$ cat src/rtl/spi_pkg.sv
// Shared definitions for the SPI command front end and the RAM behind it.
package spi_pkg;

    localparam int FRAME_W = 10;

    localparam logic [1:0] CMD_WR_ADDR = 2'b00;
    localparam logic [1:0] CMD_WR_DATA = 2'b01;
    localparam logic [1:0] CMD_RD_ADDR = 2'b10;
    localparam logic [1:0] CMD_RD_DATA = 2'b11;

    typedef enum logic [2:0] {
        IDLE,
        CHK_CMD,
        WRITE,
        READ_ADD,
        READ_DATA
    } state_t;

endpackage

$ cat src/rtl/spi_shift_out.sv
// Parallel-load MSB-first serializer; the first bit appears on the edge that loads.
module spi_shift_out #(
    parameter int W = 8
) (
    input  logic         clk,
    input  logic         rst_n,
    input  logic         clear,
    input  logic         load,
    input  logic         shift,
    input  logic [W-1:0] data,
    output logic         serial,
    output logic         done
);
    localparam int CW = $clog2(W) + 1;

    logic [W-1:0]  sreg;
    logic [CW-1:0] cnt;
    logic          busy;

    assign done = !busy;

    always_ff @(posedge clk) begin
        if (!rst_n || clear) begin
            sreg   <= '0;
            cnt    <= '0;
            serial <= 1'b0;
            busy   <= 1'b0;
        end else if (load) begin
            serial <= data[W-1];
            sreg   <= {data[W-2:0], 1'b0};
            cnt    <= CW'(W - 1);
            busy   <= 1'b1;
        end else if (busy && shift) begin
            // cnt counts bits still to present after the current one
            if (cnt != '0) begin
                serial <= sreg[W-1];
                sreg   <= {sreg[W-2:0], 1'b0};
                cnt    <= cnt - CW'(1);
            end else begin
                serial <= 1'b0;
                busy   <= 1'b0;
            end
        end
    end

endmodule

$ cat src/rtl/spi_slave.sv
// SPI slave: assembles 10-bit command frames for the RAM and serializes read data on MISO.
module spi_slave #(
    parameter int ADDR_SIZE = 8,
    parameter int FRAME_W   = spi_pkg::FRAME_W
) (
    input  logic                 clk,
    input  logic                 rst_n,
    input  logic                 SS_n,
    input  logic                 MOSI,
    output logic                 MISO,
    output logic [FRAME_W-1:0]   rx_data,
    output logic                 rx_valid,
    input  logic [ADDR_SIZE-1:0] tx_data,
    input  logic                 tx_valid
);
    import spi_pkg::*;

    state_t             state;
    logic [FRAME_W-2:0] shreg;
    logic [3:0]         cnt;
    logic               rd_addr_seen;
    logic               frame_done;
    logic               resp_started;
    logic               load;
    logic               shift_done;

    // Response window: read-data frame received, no response captured yet.
    assign load = (state == READ_DATA) && frame_done && !resp_started
                  && tx_valid && !SS_n && shift_done;

    always_ff @(posedge clk) begin
        if (!rst_n) begin
            state        <= IDLE;
            shreg        <= '0;
            cnt          <= '0;
            rx_data      <= '0;
            rx_valid     <= 1'b0;
            rd_addr_seen <= 1'b0;
            frame_done   <= 1'b0;
            resp_started <= 1'b0;
        end else begin
            rx_valid <= 1'b0;
            if (state != IDLE && SS_n) begin
                state        <= IDLE;
                cnt          <= '0;
                frame_done   <= 1'b0;
                resp_started <= 1'b0;
            end else begin
                case (state)
                    IDLE: begin
                        cnt          <= '0;
                        frame_done   <= 1'b0;
                        resp_started <= 1'b0;
                        if (!SS_n) state <= CHK_CMD;
                    end
                    CHK_CMD: begin
                        shreg <= {shreg[FRAME_W-3:0], MOSI};
                        cnt   <= '0;
                        if (!MOSI)             state <= WRITE;
                        else if (!rd_addr_seen) state <= READ_ADD;
                        else                    state <= READ_DATA;
                    end
                    default: begin
                        if (!frame_done) begin
                            shreg <= {shreg[FRAME_W-3:0], MOSI};
                            if (cnt == 4'(FRAME_W - 2)) begin
                                rx_data    <= {shreg, MOSI};
                                rx_valid   <= 1'b1;
                                frame_done <= 1'b1;
                                cnt        <= '0;
                                if (state == READ_ADD)       rd_addr_seen <= 1'b1;
                                else if (state == READ_DATA) rd_addr_seen <= 1'b0;
                            end else begin
                                cnt <= cnt + 4'd1;
                            end
                        end else if (load) begin
                            resp_started <= 1'b1;
                        end
                    end
                endcase
            end
        end
    end

    spi_shift_out #(.W(ADDR_SIZE)) u_shift_out (
        .clk    (clk),
        .rst_n  (rst_n),
        .clear  (SS_n),
        .load   (load),
        .shift  (state == READ_DATA),
        .data   (tx_data),
        .serial (MISO),
        .done   (shift_done)
    );

endmodule

$ cat config.mk
export PLATFORM = sky130hd
export DESIGN_NAME = spi_slave
export DESIGN_NICKNAME = d
export VERILOG_FILES = /design/src/rtl/spi_pkg.sv /design/src/rtl/spi_shift_out.sv /design/src/rtl/spi_slave.sv
export SDC_FILE = /design/constraint.sdc
export NUM_CORES = 1
export LEC_CHECK = 0
export ABC_CLOCK_PERIOD_IN_PS = 2000
export CELL_PAD_IN_SITES_DETAIL_PLACEMENT = 2
export CELL_PAD_IN_SITES_GLOBAL_PLACEMENT = 2
export CORE_AREA = 2 2 73 75
export DETAILED_ROUTE_END_ITERATION = 16
export DIE_AREA = 0 0 75 77
export DONT_BUFFER_PORTS = 1
export GPL_ROUTABILITY_DRIVEN = 0
export HOLD_SLACK_MARGIN = 0.1
export PLACE_DENSITY = 0.85
export REMOVE_ABC_BUFFERS = 1
export SYNTH_ARGS = -nofsm -noshare
export SYNTH_HDL_FRONTEND = slang
export SYNTH_SLANG_ARGS = --single-unit
$ cat constraint.sdc
create_clock -name clk -period 2 [get_ports clk]
set_clock_uncertainty 0.05 [all_clocks]
set_input_delay 0.4 -clock clk [delete_from_list [all_inputs] [get_ports clk]]
set_output_delay 0.4 -clock clk [all_outputs]
set_load 0.05 [all_outputs]
Yosys cells after proc, flatten, opt, wreduce, memory -nomap -nowiden
Index checks and enable logic that the tools add are counted.

Bitwise operators: 6. Reduce and logical (&&, ||, !) cells: 34. $add $sub $neg: 2. Equal/unequal tests: 7. Multiplexer cells: 27.

Operator list (number): two-way mux 8 bit (3); two-way mux 3 bit (6); one-hot mux 9 bit (2 select lines) (1); two-way mux 1 bit (12); nonzero test 2 bit (6); two-way mux 9 bit (1); AND reduction 2 bit (4); logical AND 1 bit (7); NOT 1 bit (6); one-hot mux 3 bit (2 select lines) (1); AND reduction 3 bit (2); OR reduction 2 bit (3); AND reduction 5 bit (1); OR reduction 5 bit (1); adder 4 x 1 -> 4 bit (second input constant) (1); equality test 4 bit (second input constant) (1); logical NOT 1 bit (4); two-way mux 4 bit (1); inequality test 2 bit (second input constant) (2); one-hot mux 1 bit (2 select lines) (2); AND reduction 4 bit (1); nonzero test 4 bit (1); OR reduction 4 bit (1); subtractor 4 x 1 -> 4 bit (second input constant) (1); other kinds (7) (7).

Input port bits: 13. Register bits after elaboration: 43. Output and inout port bits: 12. Logic and storage cells: 89.

Logic depth before layout (Yosys ltp)
Depth after elaboration: 9. Depth in mapped cells: 7. Gate-level depth less buffers: 6.

Modules after synthesis
A second synthesis with hierarchy kept.

Cell total of the unflattened synthesis: 219. Area, all modules: 1929.4 um^2.

Modules (own cells, without submodules): spi_slave (seq. area each 600.6 um^2, instances 1, area each 1312.5 um^2, cells an instance 143); spi_shift_out (seq. area each 260.2 um^2, instances 1, area each 616.8 um^2, cells an instance 76).

Worst setup path after synthesis
No wires, ideal clock.

Path kind: reg2reg. From: reg u_shift_out.cnt[0]. To: reg u_shift_out.serial. Required time: 1.829 ns. Stages on the path, launching flop included: 8. Period minus slack after synthesis: 1.645 ns. Path buffers: 1. Arrival: 1.475 ns. Path slack: 0.355 ns. Setup time: 0.121 ns. Cell sequence: dfxtp_1 -> inv_1 -> ha_1 -> or3b_1 -> and2_1 -> buf_6 -> a211oi_2 -> nor3_2.

Longest elaborated chain between the ends: 4.

RTL lines: start: declaration (RTL line spi_shift_out.sv:17) `logic [CW-1:0] cnt;`; start signal: assignment (RTL line spi_shift_out.sv:31) `cnt <= CW'(W - 1);`; start signal: assignment (RTL line spi_shift_out.sv:38) `cnt <= cnt - CW'(1);`; nonzero test 4 bit (RTL line spi_shift_out.sv:35) `if (cnt != '0) begin`; two-way mux 1 bit (RTL line spi_shift_out.sv:35); two-way mux 1 bit (RTL line spi_shift_out.sv:33) `end else if (busy && shift) begin`; two-way mux 1 bit (RTL line spi_shift_out.sv:28) `end else if (load) begin`; end signal: assignment (RTL line spi_shift_out.sv:29) `serial <= data[W-1];`; end signal: assignment (RTL line spi_shift_out.sv:36) `serial <= sreg[W-1];`; end: declaration (RTL line spi_shift_out.sv:11) `output logic serial,`.

Every way passes these cells. The select of a mux whose other input is x is not followed. A chain may end at the register's enable or synchronous reset.

Worst setup path after layout
Ends and elaborated chain as after synthesis.

==> flow_summary.ini <==
[hold_path]
hold_path.class = in2reg
hold_end = rx_data[5]
hp-start = rst_n
whs_path_depth = 1

[sta]
tightest_slew_ns = 0.576
fmax_mhz = 538
grt_setup_unrepaired = false
fin_crit_ns = 1.86
drv_slew = 0
tns_ns = 0
layout_setup_ws_ns = 0.143
post-route-period-util_pct = 92.9
relSlewSlack_pct = 61.5
hold_viol = 0
setup_viol = 0

[synth]
syn_area_per_cell_um2 = 9.70
syn_inst = 196
ys.warnings.count = 0
netlist_area_um2 = 1900
ys_ff_latch = 43
ys_seq_area_share_pct = 45.3
synth_cell_types = 36

[run_status]
status = finished clean

[clocking]
cts_inserted_buffers = 5
cts_setup_buffers = 0
cts_tree = built
clock-sinks = 43
htreeDepth = 2
clkSlewWorstSetupHoldPaths_ns = 0.08
clockBufferDepth = 2
root_buffer = clkbuf_8
insertion_delay_ns = 0.30
hold_buffers = 0
cts-resized-gates = 0

[route]
wirelength_um = 4280
routedWlPerCell_um = 16.0
drt-vias-per-instance = 5.21
first_pass_iters = 4
drtAntennaViolNets = 0
vias = 1391
drtIter0Drc = 21
drc = 0

[setup_path]
rr_endpoint = u_shift_out.serial
rrSetupSlack_ns = 0.14
crit_fanout = 10
critPathCaptureType = flop
path_class = reg2reg
critPathRequiredTime_ns = 2.14
start_kind = flop
arrival_ns = 2.00
r2r_start = u_shift_out.cnt[0]
rr_worst_depth = 6

[floorplanning]
start_util_pct = 38.2
pin_count = 25
die_h_um = 77
rows = 26
dieArea_um2 = 5780
core_area_um2 = 4980
die_w_um = 75

[global_route]
track_usage_pct = 16.6
gr-total-overflow = 0
antenna_found_initial = 0
grt_pass1_wl_um = 7320
first_global_vias = 1543
grt_max_degree = 32

[power]
peakVddDrop_mv = 0.283
power.total_mw = 1.44
powerDensity_nw_per_um2 = 707
leakage_nw = 0.593

[placed_design]
place_hpwl_um = 3170
io_buffers = 0
dp_slack_ns = 0.108

[final_layout]
final_cell_mix = 43 x dfxtp_1, 18 x nand3_1, 15 x nand2_1, 13 x o21ai_0, 12 x nor2b_1
layout_commonest_cell = dfxtp_1
nets = 212
multi_input_area_um2 = 941
regArea_um2 = 861
drive_above_1_share_pct = 17.3
antenna_cells = 0
syn_to_final_growth_pct = 6.97
post-route-util_pct = 40.9
num-fill-cells = 548

[job]
cap_violations = 0
layer usage:
metal  up-vias  global-route usage, %  share of wire [%]
li1        681                      -                  -
met1       682                   19.9                 41
met2        22                   27.5                 52
met3         6                   5.12                4.7
met4         0                   5.89                1.7
met5         -                      0                  0
cells in the mapped netlist:
library cell  number  share of area, %
o21a_1             1              0.39
inv_1              6               1.2
nand2_1           15               3.0
a22oi_2            6               3.9
nand3_1           18               4.7
mux2i_1           11               5.8
xnor2_1            2              0.92
and2_1             2              0.66
o21ai_0           13               3.4
buf_6              4               2.4
xor2_1             3               1.4
and4bb_2           2               1.3
nor3_1             6               1.6
a211oi_1           1              0.39
clkbuf_1           3              0.59
a21oi_1            3              0.79
dfxtp_1           43                45
nand4_1            1              0.33
nand3b_1           2              0.79
nor4_4             1               1.1
nor3b_2            1              0.66
buf_2              4               1.1
nand2b_1           2              0.66
a211oi_2           2               1.3
ha_1               3               2.0
nor2b_1           12               3.9
o22a_1             1              0.46
a21oi_2            7               3.2
nor2_1             9               1.8
buf_4              1              0.39
nor3_2             2               1.1
nor3b_1            1              0.39
a31oi_1            3              0.99
or3b_1             2              0.92
nand4b_1           2              0.92
nor2_2             1              0.33
how the worst max path moves through the flow:
stage | from | end | cells after the start
finish | u_shift_out.cnt[0] | u_shift_out.serial | 6
global route | u_shift_out.cnt[0] | u_shift_out.serial | 6
CTS | state[1] | shreg[1] | 3
detailed placement | state[0] | shreg[5] | 3
global placement | u_shift_out.cnt[0] | u_shift_out.serial | 6
floorplan | state[2] | u_shift_out.cnt[1] | 4
cell type report:
type	instances	area share [%]
inverters	6	1.11
clock buffers	6	3.57
flip-flops and latches	43	42.3
clock inverters	2	0.615
multi-input cells	135	46.2
well taps	70	4.31
repair buffers	5	1.85
worst max-delay path, stage by stage, from the launching register on:
cell	delay, ns
dfxtp_1	0.33
inv_1	0.07
ha_1	0.18
or3b_1	0.41
and2_1	0.32
a211oi_2	0.32
nor3_2	0.07
flip-flops by register name, summed over array words and instances (netlist names):
name / cells
state: 3
u_shift_out.cnt: 4
shreg: 9
rx_data: 10
rd_addr_seen: 1
u_shift_out.sreg: 7
resp_started: 1
u_shift_out.serial: 1
cnt: 4
rx_valid: 1
u_shift_out.busy: 1
frame_done: 1
report_power, final:
| part | switching, mW | total [mW] | leakage, nW | internal [mW] |
|---|---|---|---|---|
| clock | 0.299 | 0.543 | 0.0412 | 0.244 |
| sequential | 0.00557 | 0.864 | 0.347 | 0.859 |
| combinational | 0.0200 | 0.0318 | 0.205 | 0.0118 |
cells by family (layout without fill, tap and decap cells):
logic type | Yosys count | count (layout) | synth area share [%]
compound gates | 37 | 37 | 14.9
xor+xnor | 5 | 5 | 2.30
fa+ha+maj | 3 | 3 | 1.97
buf+inv | 18 | 19 | 5.59
flops | 43 | 43 | 45.3
mux | 11 | 11 | 5.79
simple gates | 79 | 79 | 24.1
per-stage QoR:
stage          instance area (µm²)  hold WS (ns)  std cells
6_report                      2030         0.174        267
5_1_grt                       2030         0.168        267
4_1_cts                       2030         0.165        267
3_5_place_dp                  1940         0.404        259
3_3_place_gp                  1940         0.404        259
2_1_floorplan                 1820         0.386        184
No activity file was read; power rests on OpenSTA's default activity.
